===== src/rtl/uart_pkg.sv =====
// Shared UART definitions.
// Holds the data width, the default receive FIFO depth (as log2) and the
// bit period in clock cycles that the receiver and transmitter also use.
package uart_pkg;

    localparam int UART_DATA_W    = 8;
    localparam int FIFO_ADDR_BITS = 4;
    localparam int CLKS_PER_BIT   = 50;

endpackage


===== src/rtl/uart_fifo_mem.sv =====
// Storage array for the UART receive FIFO.
// DEPTH x UART_DATA_W registers with one synchronous write port and one
// asynchronous (combinational) read port. The read port is asynchronous so
// the FIFO can present its oldest byte in the same cycle it is addressed.
// Ports:
//   clk    - clock
//   we     - write enable
//   waddr  - write address
//   wdata  - write data
//   raddr  - read address
//   rdata  - read data (combinational from raddr)
import uart_pkg::*;

module uart_fifo_mem #(
    parameter int ADDR_BITS = FIFO_ADDR_BITS
) (
    input  logic                   clk,
    input  logic                   we,
    input  logic [ADDR_BITS-1:0]   waddr,
    input  logic [UART_DATA_W-1:0] wdata,
    input  logic [ADDR_BITS-1:0]   raddr,
    output logic [UART_DATA_W-1:0] rdata
);

    localparam int DEPTH = 1 << ADDR_BITS;

    // Contents are deliberately never cleared; emptiness is tracked by count.
    logic [UART_DATA_W-1:0] mem_reg [DEPTH];

    always_ff @(posedge clk) begin
        if (we) begin
            mem_reg[waddr] <= wdata;
        end
    end

    assign rdata = mem_reg[raddr];

endmodule


===== src/rtl/uart_rx_fifo.sv =====
// First-word-fall-through FIFO between the UART receiver and the CPU.
// Accepts the receiver's one-cycle byte-valid pulse, lets the CPU pop bytes,
// keeps a sticky overflow flag and pulses o_irq once per accepted byte.
// Ports:
//   i_Clock    - system clock
//   reset      - synchronous active-high reset
//   i_Rx_DV    - byte-valid pulse from the receiver
//   i_Rx_Byte  - received byte
//   i_rd       - pop strobe (one byte per high cycle)
//   i_clr_ovf  - clears o_overflow
//   o_data     - oldest byte, 8'h00 when empty
//   o_empty    - FIFO holds no bytes
//   o_full     - FIFO holds DEPTH bytes
//   o_count    - number of bytes held
//   o_overflow - sticky: a byte was dropped because the FIFO was full
//   o_irq      - one-cycle pulse the cycle after each accepted byte
import uart_pkg::*;

module uart_rx_fifo #(
    parameter int ADDR_BITS = FIFO_ADDR_BITS
) (
    input  logic                   i_Clock,
    input  logic                   reset,
    input  logic                   i_Rx_DV,
    input  logic [UART_DATA_W-1:0] i_Rx_Byte,
    input  logic                   i_rd,
    input  logic                   i_clr_ovf,
    output logic [UART_DATA_W-1:0] o_data,
    output logic                   o_empty,
    output logic                   o_full,
    output logic [ADDR_BITS:0]     o_count,
    output logic                   o_overflow,
    output logic                   o_irq
);

    localparam logic [ADDR_BITS:0] DEPTH_CNT = (ADDR_BITS+1)'(1 << ADDR_BITS);

    logic [ADDR_BITS-1:0]   wr_ptr_reg, wr_ptr_next;
    logic [ADDR_BITS-1:0]   rd_ptr_reg, rd_ptr_next;
    logic [ADDR_BITS:0]     count_reg, count_next;
    logic                   overflow_reg, overflow_next;
    logic                   irq_reg;
    logic                   push, pop, drop;
    logic [UART_DATA_W-1:0] mem_rdata;

    // A pop on a full FIFO frees the slot the same edge, so the push is
    // still accepted. A pop on an empty FIFO is ignored, so push alone wins.
    always_comb begin
        pop           = i_rd && (count_reg != '0);
        push          = i_Rx_DV && ((count_reg != DEPTH_CNT) || pop);
        drop          = i_Rx_DV && !push;
        wr_ptr_next   = push ? wr_ptr_reg + 1'b1 : wr_ptr_reg;
        rd_ptr_next   = pop  ? rd_ptr_reg + 1'b1 : rd_ptr_reg;
        count_next    = count_reg;
        if (push && !pop) begin
            count_next = count_reg + 1'b1;
        end else if (pop && !push) begin
            count_next = count_reg - 1'b1;
        end
        // A new drop outranks a clear arriving in the same cycle.
        overflow_next = overflow_reg;
        if (drop) begin
            overflow_next = 1'b1;
        end else if (i_clr_ovf) begin
            overflow_next = 1'b0;
        end
    end

    always_ff @(posedge i_Clock) begin
        if (reset) begin
            wr_ptr_reg   <= '0;
            rd_ptr_reg   <= '0;
            count_reg    <= '0;
            overflow_reg <= 1'b0;
            irq_reg      <= 1'b0;
        end else begin
            wr_ptr_reg   <= wr_ptr_next;
            rd_ptr_reg   <= rd_ptr_next;
            count_reg    <= count_next;
            overflow_reg <= overflow_next;
            irq_reg      <= push;
        end
    end

    uart_fifo_mem #(
        .ADDR_BITS (ADDR_BITS)
    ) u_mem (
        .clk   (i_Clock),
        .we    (push && !reset),
        .waddr (wr_ptr_reg),
        .wdata (i_Rx_Byte),
        .raddr (rd_ptr_reg),
        .rdata (mem_rdata)
    );

    assign o_empty    = (count_reg == '0);
    assign o_full     = (count_reg == DEPTH_CNT);
    assign o_count    = count_reg;
    assign o_overflow = overflow_reg;
    assign o_irq      = irq_reg;
    assign o_data     = o_empty ? '0 : mem_rdata;

endmodule

===== config.mk =====
export PLATFORM = sky130hd
export DESIGN_NAME = uart_rx_fifo
export DESIGN_NICKNAME = d
export VERILOG_FILES = /design/src/rtl/uart_pkg.sv /design/src/rtl/uart_fifo_mem.sv /design/src/rtl/uart_rx_fifo.sv
export SDC_FILE = /design/constraint.sdc
export NUM_CORES = 1
export LEC_CHECK = 0
export BUFFER_PORTS_ARGS = -buffer_cell sky130_fd_sc_hd__buf_2
export CORE_UTILIZATION = 50
export CTS_CLUSTER_DIAMETER = 200
export DETAILED_ROUTE_END_ITERATION = 16
export HOLD_SLACK_MARGIN = 0.15
export PLACE_DENSITY = 0.73
export SLEW_MARGIN = 20
export SYNTH_ARGS = -nofsm -noshare
export SYNTH_HDL_FRONTEND = slang
export SYNTH_HIERARCHICAL = 1
export SYNTH_SLANG_ARGS = --single-unit

===== constraint.sdc =====
create_clock -name i_Clock -period 2.61 [get_ports i_Clock]
set_clock_uncertainty 0.05 [all_clocks]
set_input_delay 0.261 -clock i_Clock [delete_from_list [all_inputs] [get_ports i_Clock]]
set_output_delay 0.261 -clock i_Clock [all_outputs]
set_load 0.01 [all_outputs]

Yosys cells after proc, flatten, opt, wreduce, memory -nomap -nowiden
Memories as Yosys holds them, arrays and structs flattened. A register that Yosys moved wholly into a read port is not among the register bits.
Cells that the tools add are included.
{ "word_totals": {"ff_bits": 15, "ramBits": 128, "inputBits": 13, "output_inout_bits": 17, "wordCells": 35, "memories": 1} }
{ "memory_table": {"columns": ["memory", "words", "word_bits", "rd", "rd_clocked_by_memory_dff", "write_ports", "line_no", "text"], "rows": [
  ["u_mem.mem_reg", 16, 8, 1, 1, 1, "uart_fifo_mem.sv:28", "logic [UART_DATA_W-1:0] mem_reg [DEPTH];"]
]} }
{ "op_classes": {"add_sub_neg": 4, "n_eq_ne": 2, "mux": 9, "n_reduce_logical": 14} }
{ "op_table": {"columns": ["op", "count"], "rows": [
  ["$mux 5", 2],
  ["$add 4x1->4 const B", 2],
  ["$mux 4", 2],
  ["$mux 8", 1],
  ["$logic_and 1x1->1", 6],
  ["$add 5x1->5 const B", 1],
  ["$eq 5x5->1 const B", 1],
  ["$logic_not 5->1", 1],
  ["$ne 5x5->1 const B", 1],
  ["$reduce_bool 5->1", 1],
  ["$sub 5x1->5 const B", 1],
  ["$mux 1", 4],
  ["$reduce_bool 2->1", 2],
  ["$logic_not 1->1", 3],
  ["$logic_or 1x1->1", 1]
]} }

Depth between registers and ports, before layout
{ "logic_depth": {"word_depth": 8, "depth_mapped": 11, "mapped_depth_nobuf": 10} }

Modules after synthesis
The synthesis kept the hierarchy.
{ "modules_own_cells": {"columns": ["module", "n_inst", "cells_each", "area_each_um2"], "rows": [
  ["uart_fifo_mem", 1, 221, 4987.3],
  ["uart_rx_fifo", 1, 93, 824.5]
]} }

Worst setup path before layout
Ideal clock, no wire load.
{ "synth_timing": {"path_type": "reg-to-reg", "startpoint": "reg count_reg[1], in the netlist o_count[1]", "endpoint": "reg count_reg[4], in the netlist o_count[4]", "setup_time_ns": 0.121, "arrival_ns": 2.764, "required_ns": 2.439, "setup_slack_ns": -0.324, "path_stages_with_launch": 12, "path_buffers": 1, "synth_period_minus_slack_ns": 2.934, "cell_sequence": "dfxtp_1 -> or4_1 -> buf_2 -> o31ai_4 -> inv_1 -> ha_1 -> inv_1 -> ha_1 -> a21oi_1 -> a211oi_1 -> a31oi_1 -> mux2_2"} }
{ "synth_between": {"elab_chain_len": 7, "word_cells_on_any_way": 14, "cone_classes": "2 x add/sub; 1 x eq/ne; 2 x mux; 9 x reduce/logical"} }
{ "synth_lines": {"columns": ["item", "line_no", "text"], "rows": [
  ["start: declaration", "uart_rx_fifo.sv:40", "logic [ADDR_BITS:0] count_reg, count_next;"],
  ["start signal: assignment", "uart_rx_fifo.sv:79", "count_reg <= count_next;"],
  ["$reduce_bool 5->1", "uart_rx_fifo.sv:49", "pop = i_rd && (count_reg != '0);"],
  ["$logic_and 1x1->1", "uart_rx_fifo.sv:49", null],
  ["$logic_or 1x1->1 *", "uart_rx_fifo.sv:50", "push = i_Rx_DV && ((count_reg != DEPTH_CNT) || pop);"],
  ["$logic_and 1x1->1 *", "uart_rx_fifo.sv:50", null],
  ["via push", "uart_rx_fifo.sv:43", "logic push, pop, drop;"],
  ["$logic_not 1->1", "uart_rx_fifo.sv:57", "end else if (pop && !push) begin"],
  ["$logic_and 1x1->1", "uart_rx_fifo.sv:57", null],
  ["$reduce_bool 2->1 (no line)", null, null]
]} }
The timed path passes the listed nets; every way through them passes the cells marked *. The select of a mux whose other input is x is not followed.
A chain may end at the register's enable or synchronous reset.

Worst setup path after layout
{ "layout_timing": {"startpoint": "reg count_reg[2], in the netlist o_count[2]", "endpoint": "reg count_reg[3], in the netlist o_count[3]"} }
Same word-level chain as after synthesis.

==> flow_summary.ini <==
[status]
result_of_the_run = finished, final reports clean

[global_route]
wire_length_of_the_first_global_routing_pass_um = 17400
grt_start_max_net_pins = 25
grt.met2_usage_pct = 33.7
first_global_vias = 3140
globalRouteMet1Util_pct = 27.5
grtUsageTotal_pct = 21.2
grt_antenna_before_repair = 0
gr-max-usage-layer = met2
gr-usage-met3_pct = 5.75
gr-total-overflow = 0

[hold_path]
min_path_type = in2reg

[floorplanning]
die_width_um = 110
core_um2 = 11400
initial_core_util_pct = 51.1
y_dimension_of_the_die_um = 110
placementRows = 39
die_area_um2 = 12100
design.portCount = 30

[logic_synthesis]
yosysUniqueCellTypes = 41
asyncSetResetFlopFracSynth_pct = 0
synthesis.area_um2 = 5810
synth-warning-count = 6
synth.ff_latch_count = 143
ys_dominant_reg_cell = edfxtp_1
syn_inst = 314
post_synthesis_sequential_area_ratio_pct = 71.3
avgSynthCellArea_um2 = 18.5
synth_edf_count = 128
syn_nets = 334

[timing]
setup_violations = 0
grt_setup_unrepaired = true
final_max_slew_viol_count = 0
slew_at_the_pin_closest_to_its_max_slew_limit_ns = 0.895
finalWorstPathRequiredPeriod_ns = 2.54
timing.max_slew.rel_slack_pct = 40.1
fmaxAchievable_mhz = 394
final-hold-violation-count = 0
finalCritPeriodShare_pct = 97.2

[final_layout]
fill_cells = 786
area_growth_pct = 21.1
largest_register_ffs = 128
post-route-cell-area_um2 = 7040
antennaDiodeCount = 0
finalNonFillerCells = 544
nNetsFinal = 409
drive_gt1_share_pct = 33.2

[flow_run]
drv_cap = 0

[setup_path]
crit_path_cell_trace = or4_4, o31ai_4, inv_2, ha_4, inv_6, ha_1, a21o_1, a21oi_2, nor4_1, or3_1
criticalPathCategory = reg2reg
worst_path_largest_cell_delay_ns = 0.54
worstPathRequired_ns = 2.85
crit_fanout = 5
cp_slowest_cell = or4_4
arrival_ns = 2.78
reg2reg_slack_ns = 0.07
worst_setup_path_end_kind = flip-flop
critical_path.startpoint_type = flip-flop

[power]
cellPowerDensity_nw_per_um2 = 972
static-leakage-power_nw = 2.46
vdd.ir_drop.worst_mv = 0.532

[clock_network]
cts-htree-levels = 4
tritoncts = yes
clk_pin_slew_worst_paths_ns = 0.07
clock-root-buffer = clkbuf_16
clock_insertion_delay_worst_skew_ns = 0.41
cts-root-to-sink-buffers = 2
tritoncts_num_sinks = 143
cts_made_buffers = 17

[routing]
vias = 3150
post-route-drc-count = 0
finalWirelength_um = 11800
viasPerCell = 5.79
routed_wire_length_per_instance_um = 21.7
final_antenna_net_count = 0
detail_route.iter0.violations = 321
detail_route.first_pass.iterations = 4

[placed_design]
gp_congestion = 0.734
placement.cell_area_um2 = 6330
dpl_cells = 505
dpl.hpwl_um = 7130
io_buffer_count = 29
-- cell usage after synthesis, types with 3 or more instances --
cell type        count  area (um2)
clkbuf_1             3        11.3
nand3_1              3        15.0
xor2_1               6        52.6
a22oi_1             16         120
clkdlybuf4s25_2      3        30.0
ha_1                 6        75.1
nor2_1              33         124
mux4_2              18         405
inv_1                3        11.3
nand2_1             10        37.5
a21oi_1              5        25.0
dfxtp_1             15         300
buf_6                3        33.8
buf_2                4        20.0
nor2b_1              9        56.3
mux2i_1              3        30.0
nor3_1               5        25.0
mux4_1              14         368
edfxtp_1           128        3840
-- cells by family after synthesis --
logic type,Yosys count,synth area share [%]
xor+xnor,7,1.05
mux,36,14.0
flops,143,71.3
simple gates,74,6.16
buf+inv,17,1.96
fa+ha+maj,7,1.64
compound gates,30,3.88
-- worst max-delay path: cells and delay by family (launching register included) --
kind	cells	cell delay, ns
and+or+nand+nor	3	0.96
AOI/OAI and AO/OA	3	0.52
adders and majority gates	2	0.41
DFF	1	0.34
buffers and inverters	2	0.15
-- final timing paths --
kind | from | to | cells after the start
setup / recovery | o_count[2] | o_count[3] | 10
hold / removal | i_Rx_Byte[4] | u_mem/mem_reg[11][4] | 1
setup reg to reg | o_count[2] | o_count[3] | 10
hold reg to reg | wr_ptr_reg[3] | wr_ptr_reg[3] | 2
-- cells in the final DEF (no fill, tap or decap), types with 3 or more instances in the layout --
| master | n |
|---|---|
| xor2_1 | 6 |
| nor2_1 | 33 |
| ha_4 | 3 |
| mux2i_1 | 3 |
| clkinv_4 | 4 |
| nand3_1 | 3 |
| dfxtp_1 | 12 |
| nor2b_1 | 9 |
| mux4_1 | 14 |
| ha_1 | 3 |
| a21oi_1 | 3 |
| a22oi_1 | 15 |
| bufinv_16 | 3 |
| nor3_1 | 5 |
| buf_2 | 29 |
| mux4_2 | 18 |
| inv_6 | 5 |
| clkbuf_16 | 17 |
| edfxtp_1 | 128 |
| nand2_1 | 10 |
| buf_4 | 37 |
-- layer usage --
metal | vias up | wire [um]
met4 | 0 | 175
li1 | 1428 | -
met2 | 118 | 6090
met5 | - | 0
met3 | 15 | 840
met1 | 1589 | 4690
-- metrics by stage --
stage	setup TNS [ns]	hold WS, ns	utilization [%]	power, W	worst slack (ns)
3_5_place_dp	-0.0456	0.479	55.7	0.00430	-0.0456
4_1_cts	0	0.166	61.3	0.00680	0.00982
2_1_floorplan	-0.353	0.310	-	0.00383	-0.182
6_report	0	0.182	61.9	0.00684	0.0723
3_3_place_gp	0	0.459	55.7	0.00426	0.0286
5_1_grt	-0.0308	0.167	61.9	0.00713	-0.0254
-- area by class of cell --
| cell class | count | area (um2) | share of cell area, % |
|---|---|---|---|
| Clock buffer | 17 | 425 | 6.04 |
| Clock inverter | 14 | 183 | 2.60 |
| Sequential cell | 143 | 4150 | 59.0 |
| Tap cell | 143 | 179 | 2.54 |
| Multi-Input combinational cell | 154 | 1610 | 22.9 |
| Timing Repair Buffer | 70 | 474 | 6.74 |
| Inverter | 3 | 16.3 | 0.231 |
-- repair_timing --
item,CTS,global route
endpoints found under the hold margin,1,0
buffers inserted,0,6
pin swaps,2,3
hold buffers,2,0
resized for setup,3,6
endpoints found under the setup margin,7,9
-- power breakdown --
group / leakage (nW) / internal [W] / switching, W
Sequential: 1.28 / 0.00257 / 0.0000523
Clock: 0.294 / 0.00152 / 0.000948
Combinational: 0.884 / 0.000925 / 0.000830
Total: 2.46 / 0.00501 / 0.00183
Note: power is estimated with default switching activity, not from simulation.
